### src/rtl/req_arbiter.sv
// req_arbiter: 8-way round-robin / fixed-priority arbiter with registered
// one-hot and encoded grants, an idle flag and a hold-limit counter that
// forces rotation when one requester keeps the resource while others wait.
module req_arbiter #(
    parameter int unsigned N_REQ    = 8,
    parameter int unsigned IDX_W    = 3,
    parameter int unsigned MAX_HOLD = 16
) (
    input  logic             clk,
    input  logic             rst,
    input  logic [N_REQ-1:0] req,
    input  logic             fixed_pri,
    output logic [N_REQ-1:0] gnt,
    output logic [IDX_W-1:0] gnt_idx,
    output logic             gnt_valid,
    output logic             idle
);

    localparam int unsigned HW = $clog2(MAX_HOLD);
    localparam logic [HW-1:0] HOLD_LAST = HW'(MAX_HOLD - 1);

    typedef enum logic {
        IDLE,
        OWNED
    } state_t;

    state_t            state;
    logic [IDX_W-1:0]  last;
    logic [HW-1:0]     hcnt;

    logic [N_REQ-1:0]  cand;
    logic              win_found;
    logic [IDX_W-1:0]  win_idx;
    logic [N_REQ-1:0]  win_onehot;

    // Returns {found, index}. Round-robin searches last+1, last+2, ... with
    // wrap; fixed mode picks the highest set bit. Loops run in reverse search
    // order so the first candidate in search order is the final assignment.
    function automatic logic [IDX_W:0] arb(
        input logic [N_REQ-1:0] c,
        input logic [IDX_W-1:0] lst,
        input logic             fixed
    );
        logic             found;
        logic [IDX_W-1:0] idx;
        int unsigned      k;
        found = 1'b0;
        idx   = '0;
        if (fixed) begin
            for (int unsigned i = 0; i < N_REQ; i++) begin
                if (c[i]) begin
                    found = 1'b1;
                    idx   = IDX_W'(i);
                end
            end
        end else begin
            for (int unsigned i = N_REQ; i >= 1; i--) begin
                k = (32'(lst) + i) % N_REQ;
                if (c[k]) begin
                    found = 1'b1;
                    idx   = IDX_W'(k);
                end
            end
        end
        return {found, idx};
    endfunction

    // Candidates exclude the current owner; gnt is all-zero in IDLE so the
    // same arbiter serves both the initial grant and release/timeout.
    always_comb begin
        cand                 = req & ~gnt;
        {win_found, win_idx} = arb(cand, last, fixed_pri);
        win_onehot           = N_REQ'(1) << win_idx;
    end

    // Single-process FSM with registered grant outputs.
    always_ff @(posedge clk) begin
        if (rst) begin
            state     <= IDLE;
            gnt       <= '0;
            gnt_idx   <= '0;
            gnt_valid <= 1'b0;
            idle      <= 1'b1;
            last      <= IDX_W'(N_REQ - 1);
            hcnt      <= '0;
        end else begin
            case (state)
                IDLE: begin
                    if (win_found) begin
                        state     <= OWNED;
                        gnt       <= win_onehot;
                        gnt_idx   <= win_idx;
                        gnt_valid <= 1'b1;
                        idle      <= 1'b0;
                        last      <= win_idx;
                        hcnt      <= '0;
                    end
                end
                OWNED: begin
                    if (!req[gnt_idx]) begin
                        if (win_found) begin
                            gnt     <= win_onehot;
                            gnt_idx <= win_idx;
                            last    <= win_idx;
                            hcnt    <= '0;
                        end else begin
                            state     <= IDLE;
                            gnt       <= '0;
                            gnt_idx   <= '0;
                            gnt_valid <= 1'b0;
                            idle      <= 1'b1;
                            hcnt      <= '0;
                        end
                    end else if (hcnt == HOLD_LAST) begin
                        if (win_found) begin
                            gnt     <= win_onehot;
                            gnt_idx <= win_idx;
                            last    <= win_idx;
                        end
                        hcnt <= '0;
                    end else begin
                        hcnt <= hcnt + HW'(1);
                    end
                end
                default: begin
                    state <= IDLE;
                end
            endcase
        end
    end

endmodule

### config.mk
export PLATFORM = sky130hd
export DESIGN_NAME = req_arbiter
export DESIGN_NICKNAME = d
export VERILOG_FILES = /design/src/rtl/req_arbiter.sv
export SDC_FILE = /design/constraint.sdc
export NUM_CORES = 1
export LEC_CHECK = 0
export BUFFER_PORTS_ARGS = -buffer_cell sky130_fd_sc_hd__buf_2
export CORE_UTILIZATION = 35
export DETAILED_ROUTE_END_ITERATION = 16
export SLEW_MARGIN = 25
export SYNTH_ARGS = -nofsm -noshare
export SYNTH_HDL_FRONTEND = slang
export SYNTH_SLANG_ARGS = --single-unit
### constraint.sdc
create_clock -name clk -period 4.18 [get_ports clk]
set_input_delay 0.836 -clock clk [delete_from_list [all_inputs] [get_ports clk]]
set_output_delay 0.836 -clock clk [all_outputs]
set_load 0.02 [all_outputs]
==> results of run 1 <==
## metrics by stage
step / std cells / total power, µW / cell area [µm²]
2_1_floorplan: 226 / 1490 / 2210
3_3_place_gp: 319 / 1870 / 2390
3_5_place_dp: 319 / 1860 / 2390
4_1_cts: 323 / 2010 / 2440
5_1_grt: 323 / 2160 / 2440
6_report: 323 / 2040 / 2440
## metal layers
layer / up-vias / track usage [%] / routed length [µm]
li1: 956 / - / -
met1: 1012 / 27.5 / 2830
met2: 115 / 33.9 / 2940
met3: 14 / 2.25 / 407
met4: 0 / 5.71 / 155
met5: - / 0 / 0
## layout by cell type, fill, tap and decap left out, types with 2 or more instances in the layout
cell / instances
buf_2: 23
dfxtp_1: 21
nand2_1: 16
nor2_1: 14
mux4_2: 12
mux2i_1: 12
a21oi_1: 10
nand2b_1: 8
o21ai_0: 8
a32o_1: 8
nand3_1: 7
buf_4: 7
inv_1: 6
o211ai_1: 6
mux4_1: 6
nor2b_1: 5
o311ai_0: 4
a221oi_1: 4
a311oi_1: 3
ha_1: 3
clkbuf_8: 3
xnor2_1: 2
or2b_1: 2
a22oi_1: 2
a211oi_1: 2
a31oi_1: 2
a31o_2: 2
and2b_1: 2
and2b_2: 2
o221ai_1: 2
and4b_1: 2
xor2_1: 2
nand4_1: 2
o311a_1: 2
a21o_1: 2
and2_1: 2
a211o_1: 2
nor3_1: 2
## worst paths after layout
| check | slack (ns) | end | cells after the start |
|---|---|---|---|
| max | 0.72 | gnt[3] | 9 |
| min reg2reg | 0.48 | hcnt[1] | 2 |
| max reg2reg | 0.73 | gnt[6] | 9 |
| min | 0.48 | hcnt[1] | 2 |
## area by class of cell
type,count,share of cell area [%]
clock inverter,1,0.205
sequential,21,17.2
timing repair buffer,30,6.87
inverter,8,1.44
multi-input combinational,185,68.7
clock buffer,3,1.69
tap,75,3.84
## state kept, by name, indices dropped and copies added (netlist names)
| name | count |
|---|---|
| state | 1 |
| last | 3 |
| idle | 1 |
| gnt_idx | 3 |
| gnt | 8 |
| hcnt | 4 |
| gnt_valid | 1 |
## cells by family after synthesis
group	Yosys count
xor+xnor	4
fa+ha+maj	3
simple gates	77
buf+inv	20
mux	31
flops	21
compound gates	70
## power groups by stage
| stage | combinational [µW] | sequential, µW | clock, µW |
|---|---|---|---|
| global placement | 1530 | 336 | 0 |
| CTS | 1540 | 331 | 138 |
| global route | 1670 | 342 | 149 |
| detailed placement | 1530 | 335 | 0 |
| floorplan | 1140 | 357 | 0 |
| finish | 1570 | 331 | 136 |
## worst max-delay path, cell delays in order
cell and delay [ns]:
buf_2 0.10, nor2b_1 0.57, mux2i_1 0.17, mux4_1 0.62, and3b_4 0.24, a31oi_4 0.37
nand2_4 0.13, a2111oi_4 0.40, a32o_1 0.22
==> results.json, run 1 <==
{
  "outcome": "complete, no violations",
  "r2r_start": "last[0]",
  "comb_power_share_pct": 77.1,
  "pin_count": 24,
  "synth_top_cells_by_count": "dfxtp_1, nand2_1, nor2_1, mux2i_1, mux4_2",
  "cts_tree": "yes",
  "rows": 28,
  "die_h_um": 81.4,
  "port_buffers": 23,
  "syn_nets": 240,
  "max-vdd-ir-drop_uv": 407,
  "grt_overflow_total": 0,
  "synth_edf_count": 0,
  "place_congestion": 0.858,
  "antenna_found_initial": 0,
  "finalHoldViolCount": 0,
  "synth-seq-area-share_pct": 19.1,
  "wl_per_cell_um": 19.6,
  "clock_sinks": 21,
  "grt_pass1_vias": 1940,
  "drtIter0Drc": 203,
  "fmax_mhz": 289,
  "dp.final_hpwl_um": 4810,
  "fin_util_pct": 40.7,
  "grt_pass1_wl_um": 10200,
  "synth.area.top_cells": "dfxtp_1, mux4_2, mux4_1, mux2i_1, a32o_1",
  "area_growth_pct": 10.7,
  "p_leak_uw": 0.000951,
  "synth_cell_types": 66,
  "vias_per_cell": 6.49,
  "setup_viol": 0,
  "clkSlewWorstSetupHoldPaths_ns": 0.08,
  "avgSynthCellArea_um2": 9.76,
  "required_ns": 4.38,
  "core_um2": 5990,
  "synthCells": 226,
  "finClkSkew_ns": 0.00812,
  "startpoint_type": "input pin",
  "postCtsResizedCells": 0,
  "root_buffer": "clkbuf_8",
  "hp-class": "reg2reg",
  "antenna_cells": 0,
  "tightest_slew_ns": 0.690,
  "cp-startpoint": "req[7]",
  "crit_fanout": 10,
  "relSlewSlack_pct": 53.9,
  "grt_max_degree": 20,
  "synth_compound_area_share_pct": 26.7,
  "muxShareOfSynthArea_pct": 25.5,
  "seqPwrFrac_pct": 16.3,
  "nets": 263,
  "synth.top_cell.area_share_pct": 19.1,
  "clockPowerShare_pct": 6.7,
  "synth-simple-area-share_pct": 20.6,
  "multi_input_area_um2": 1680,
  "min_period_ns": 3.46,
  "vias": 2097,
  "cts_made_buffers": 3,
  "synth_area_um2": 2210,
  "slew_violations": 0,
  "synth-seq-cells": 21,
  "hold_buffers": 0,
  "ys.warnings.count": 0,
  "synth-xor-area-share_pct": 1.59,
  "power_per_cell_area_nw_per_um2": 834,
  "routed_wl_um": 6330,
  "yosysMostFrequentCell": "dfxtp_1",
  "synth_flop_cell": "dfxtp_1",
  "die_area_um2": 6620,
  "die_w_um": 81.4,
  "synth_top_family_by_area": "compound AO/OA/AOI/OAI gates",
  "rsz0062_at_grt": "false",
  "worst_slack_ns": 0.718,
  "nFillCells": 617,
  "synth_fa_ha_area_share_pct": 1.70,
  "period_share_pct": 82.8,
  "drt_first_pass_iters": 4,
  "seq_area_um2": 420,
  "drive_gt1_share_pct": 26.2,
  "p_switching_uw": 1050,
  "switching_share_pct": 51.5,
  "clock_latency_ns": 0.26,
  "drt.antenna.violating_nets": 0,
  "worstPathArrival_ns": 3.66,
  "max_cap_viol_count": 0,
  "synth_top_area_cell": "dfxtp_1",
  "cts_setup_buffers": 0,
  "clockBufferDepth": 2,
  "crit_path_end_kind": "register",
  "p_int_uw": 986,
  "timing.hold.ws_ns": 0.481,
  "track_usage_pct": 20.3,
  "min_from": "hcnt[1]",
  "async_flop_share_pct": 0,
  "ctsHtreeMaxLevel": 1,
  "post-place-ws_ns": 0.529,
  "worstSetupPathType": "in2reg",
  "drc": 0,
  "start_util_pct": 36.8,
  "setup_tns_ns": 0
}
Note: power is estimated with default switching activity, not from simulation.
==> run 2, diff against run 1 <==
--- a/config.mk
+++ b/config.mk
@@ -5,6 +5,7 @@
 export SDC_FILE = /design/constraint.sdc
 export NUM_CORES = 1
 export LEC_CHECK = 0
+export ABC_AREA = 1
 export BUFFER_PORTS_ARGS = -buffer_cell sky130_fd_sc_hd__buf_2
 export CORE_UTILIZATION = 35
 export DETAILED_ROUTE_END_ITERATION = 16
==> constraint.sdc (replaced) <==
create_clock -name clk -period 3.4 [get_ports clk]
set_input_delay 0.68 -clock clk [delete_from_list [all_inputs] [get_ports clk]]
set_output_delay 0.68 -clock clk [all_outputs]
set_load 0.02 [all_outputs]
==> results.json, run 2 <==
{
  "outcome": "complete, no violations",
  "power_per_cell_area_nw_per_um2": 1090,
  "vias_per_cell": 4.97,
  "slew_violations": 0,
  "final_common_cell": "nand2_1",
  "fmax_mhz": 365,
  "wl_per_cell_um": 12.4,
  "synthCells": 295,
  "synth_area_um2": 1780,
  "ys.warnings.count": 0,
  "dp.final_hpwl_um": 3930,
  "hp-class": "reg2reg",
  "rsz0062_at_grt": "false",
  "port_buffers": 23,
  "postCtsResizedCells": 0,
  "timing.hold.ws_ns": 0.467,
  "period_share_pct": 80.5,
  "yosysMostFrequentCell": "nand2_1",
  "grt_max_degree": 17,
  "place_congestion": 1.01,
  "max-vdd-ir-drop_uv": 354,
  "finClkSkew_ns": 0.00912,
  "setup_tns_ns": 0,
  "die_h_um": 73.3,
  "core_um2": 4820,
  "finalHoldViolCount": 0,
  "drtIter0Drc": 123,
  "min_period_ns": 2.74,
  "tightest_slew_ns": 0.522,
  "cts_tree": "yes",
  "grt_pass1_wl_um": 7780,
  "hold_buffers": 0,
  "clockBufferDepth": 2,
  "avgSynthCellArea_um2": 6.04,
  "grt_pass1_vias": 1657,
  "clock_sinks": 21,
  "cts_setup_buffers": 0,
  "final_cell_mix": "nand2_1, nand3_1, inv_1, nor2_1",
  "max_cap_viol_count": 0,
  "clock_latency_ns": 0.27,
  "drt_first_pass_iters": 5,
  "drc": 0,
  "synth_top_cells_by_count": "nand2_1, nand3_1, inv_1, nor2_1, a21oi_1",
  "final_area_um2": 1990,
  "track_usage_pct": 18.8,
  "required_ns": 3.60,
  "ctsHtreeMaxLevel": 1,
  "worstPathArrival_ns": 2.94,
  "pin_count": 24,
  "die_w_um": 73.3,
  "syn_nets": 309,
  "reg_top3": "gnt: 8 flops, hcnt: 4 flops",
  "drive_gt1_share_pct": 19.2,
  "start_util_pct": 37.0,
  "fin_util_pct": 41.4,
  "grt_overflow_total": 0,
  "cts_made_buffers": 3,
  "clkSlewWorstSetupHoldPaths_ns": 0.08,
  "p_leak_uw": 0.00103,
  "startpoint_type": "register",
  "routed_wl_um": 4770,
  "worstSetupPathType": "reg2reg",
  "synth_cell_types": 32,
  "synth_edf_count": 0,
  "die_area_um2": 5380,
  "async_flop_share_pct": 0,
  "r2r_cells": 21,
  "setup_viol": 0,
  "nets": 332,
  "dpl_cell_area_um2": 1940,
  "relSlewSlack_pct": 65.2,
  "synth.area.top_cells": "dfxtp_1, nand2_1, nand3_1, inv_1, nor2_1",
  "holdPathStages": 2,
  "largest_reg_flops": 8,
  "synth-seq-area-share_pct": 23.6,
  "area_growth_pct": 11.9,
  "drt.antenna.violating_nets": 0,
  "synth.top_cell.area_share_pct": 23.6,
  "crit_fanout": 12,
  "synth-seq-cells": 21,
  "vias": 1908,
  "antenna_found_initial": 0,
  "crit_path_end_kind": "register",
  "root_buffer": "clkbuf_8",
  "largest_register": "gnt",
  "rows": 25,
  "synth_top_area_cell": "dfxtp_1",
  "synth_flop_cell": "dfxtp_1",
  "antenna_cells": 0
}
run 2: path summary, 6_finish.rpt:
kind	from	end	slack, ns
setup / recovery	last[0]	gnt[5]	0.66
hold / removal	idle	idle	0.47
setup reg to reg	last[0]	gnt[5]	0.66
hold reg to reg	idle	idle	0.47
run 2: worst max-delay path, cell delays in order, from the launching register on:
cell	delay (ns)
dfxtp_1	0.58
inv_2	0.17
ha_1	0.41
inv_1	0.19
nand3_1	0.14
nand3_1	0.13
nand2_2	0.09
inv_2	0.06
nand2_1	0.04
nand2_1	0.06
nand2_1	0.04
nand2_1	0.05
nand2_1	0.05
nand2_1	0.06
nand2_1	0.05
nand2_1	0.05
nand2_1	0.07
nand2_2	0.11
nand2_1	0.08
nor2_1	0.11
nor2_1	0.05
nor2_1	0.07
run 2: routing by layer:
layer | up-vias | track usage [%] | wire length, µm
met4 | 0 | 4.70 | 55
li1 | 985 | - | -
met5 | - | 0 | 0
met3 | 7 | 1.51 | 282
met1 | 855 | 26.7 | 2280
met2 | 61 | 30.8 | 2150
run 2: power by group:
| part | total, µW | internal (µW) | switching (µW) |
|---|---|---|---|
| clock | 169 | 82.8 | 86.1 |
| combinational | 1590 | 528 | 1060 |
| sequential | 415 | 316 | 98.3 |
| total | 2180 | 927 | 1250 |
run 2: layout make-up:
type                            instances  area (µm²)
Inverter                               48         180
Fill cell                             559        2830
Tap cell                               67        83.8
Timing Repair Buffer                   24         123
Clock buffer                            3        41.3
Clock inverter                          1        7.51
Sequential cell                        21         420
Multi-Input combinational cell        220        1140
run 2: stage by stage:
step           power, µW  instances  setup slack (ns)
3_5_place_dp        2000        380             0.701
5_1_grt             2410        384             0.314
2_1_floorplan       1660        295              1.23
3_3_place_gp        2010        380             0.752
4_1_cts             2170        384             0.666
6_report            2180        384             0.664
run 2: cell families (layout without fill, tap and decap cells):
group	after synthesis	count (layout)	share of synthesized area, %
and+or+nand+nor	171	171	44.3
buffers and inverters	54	76	12.6
AOI/OAI and AO/OA	41	41	13.0
DFF	21	21	23.6
xor gates and xnor gates	5	5	4.36
adders and majority gates	3	3	2.11
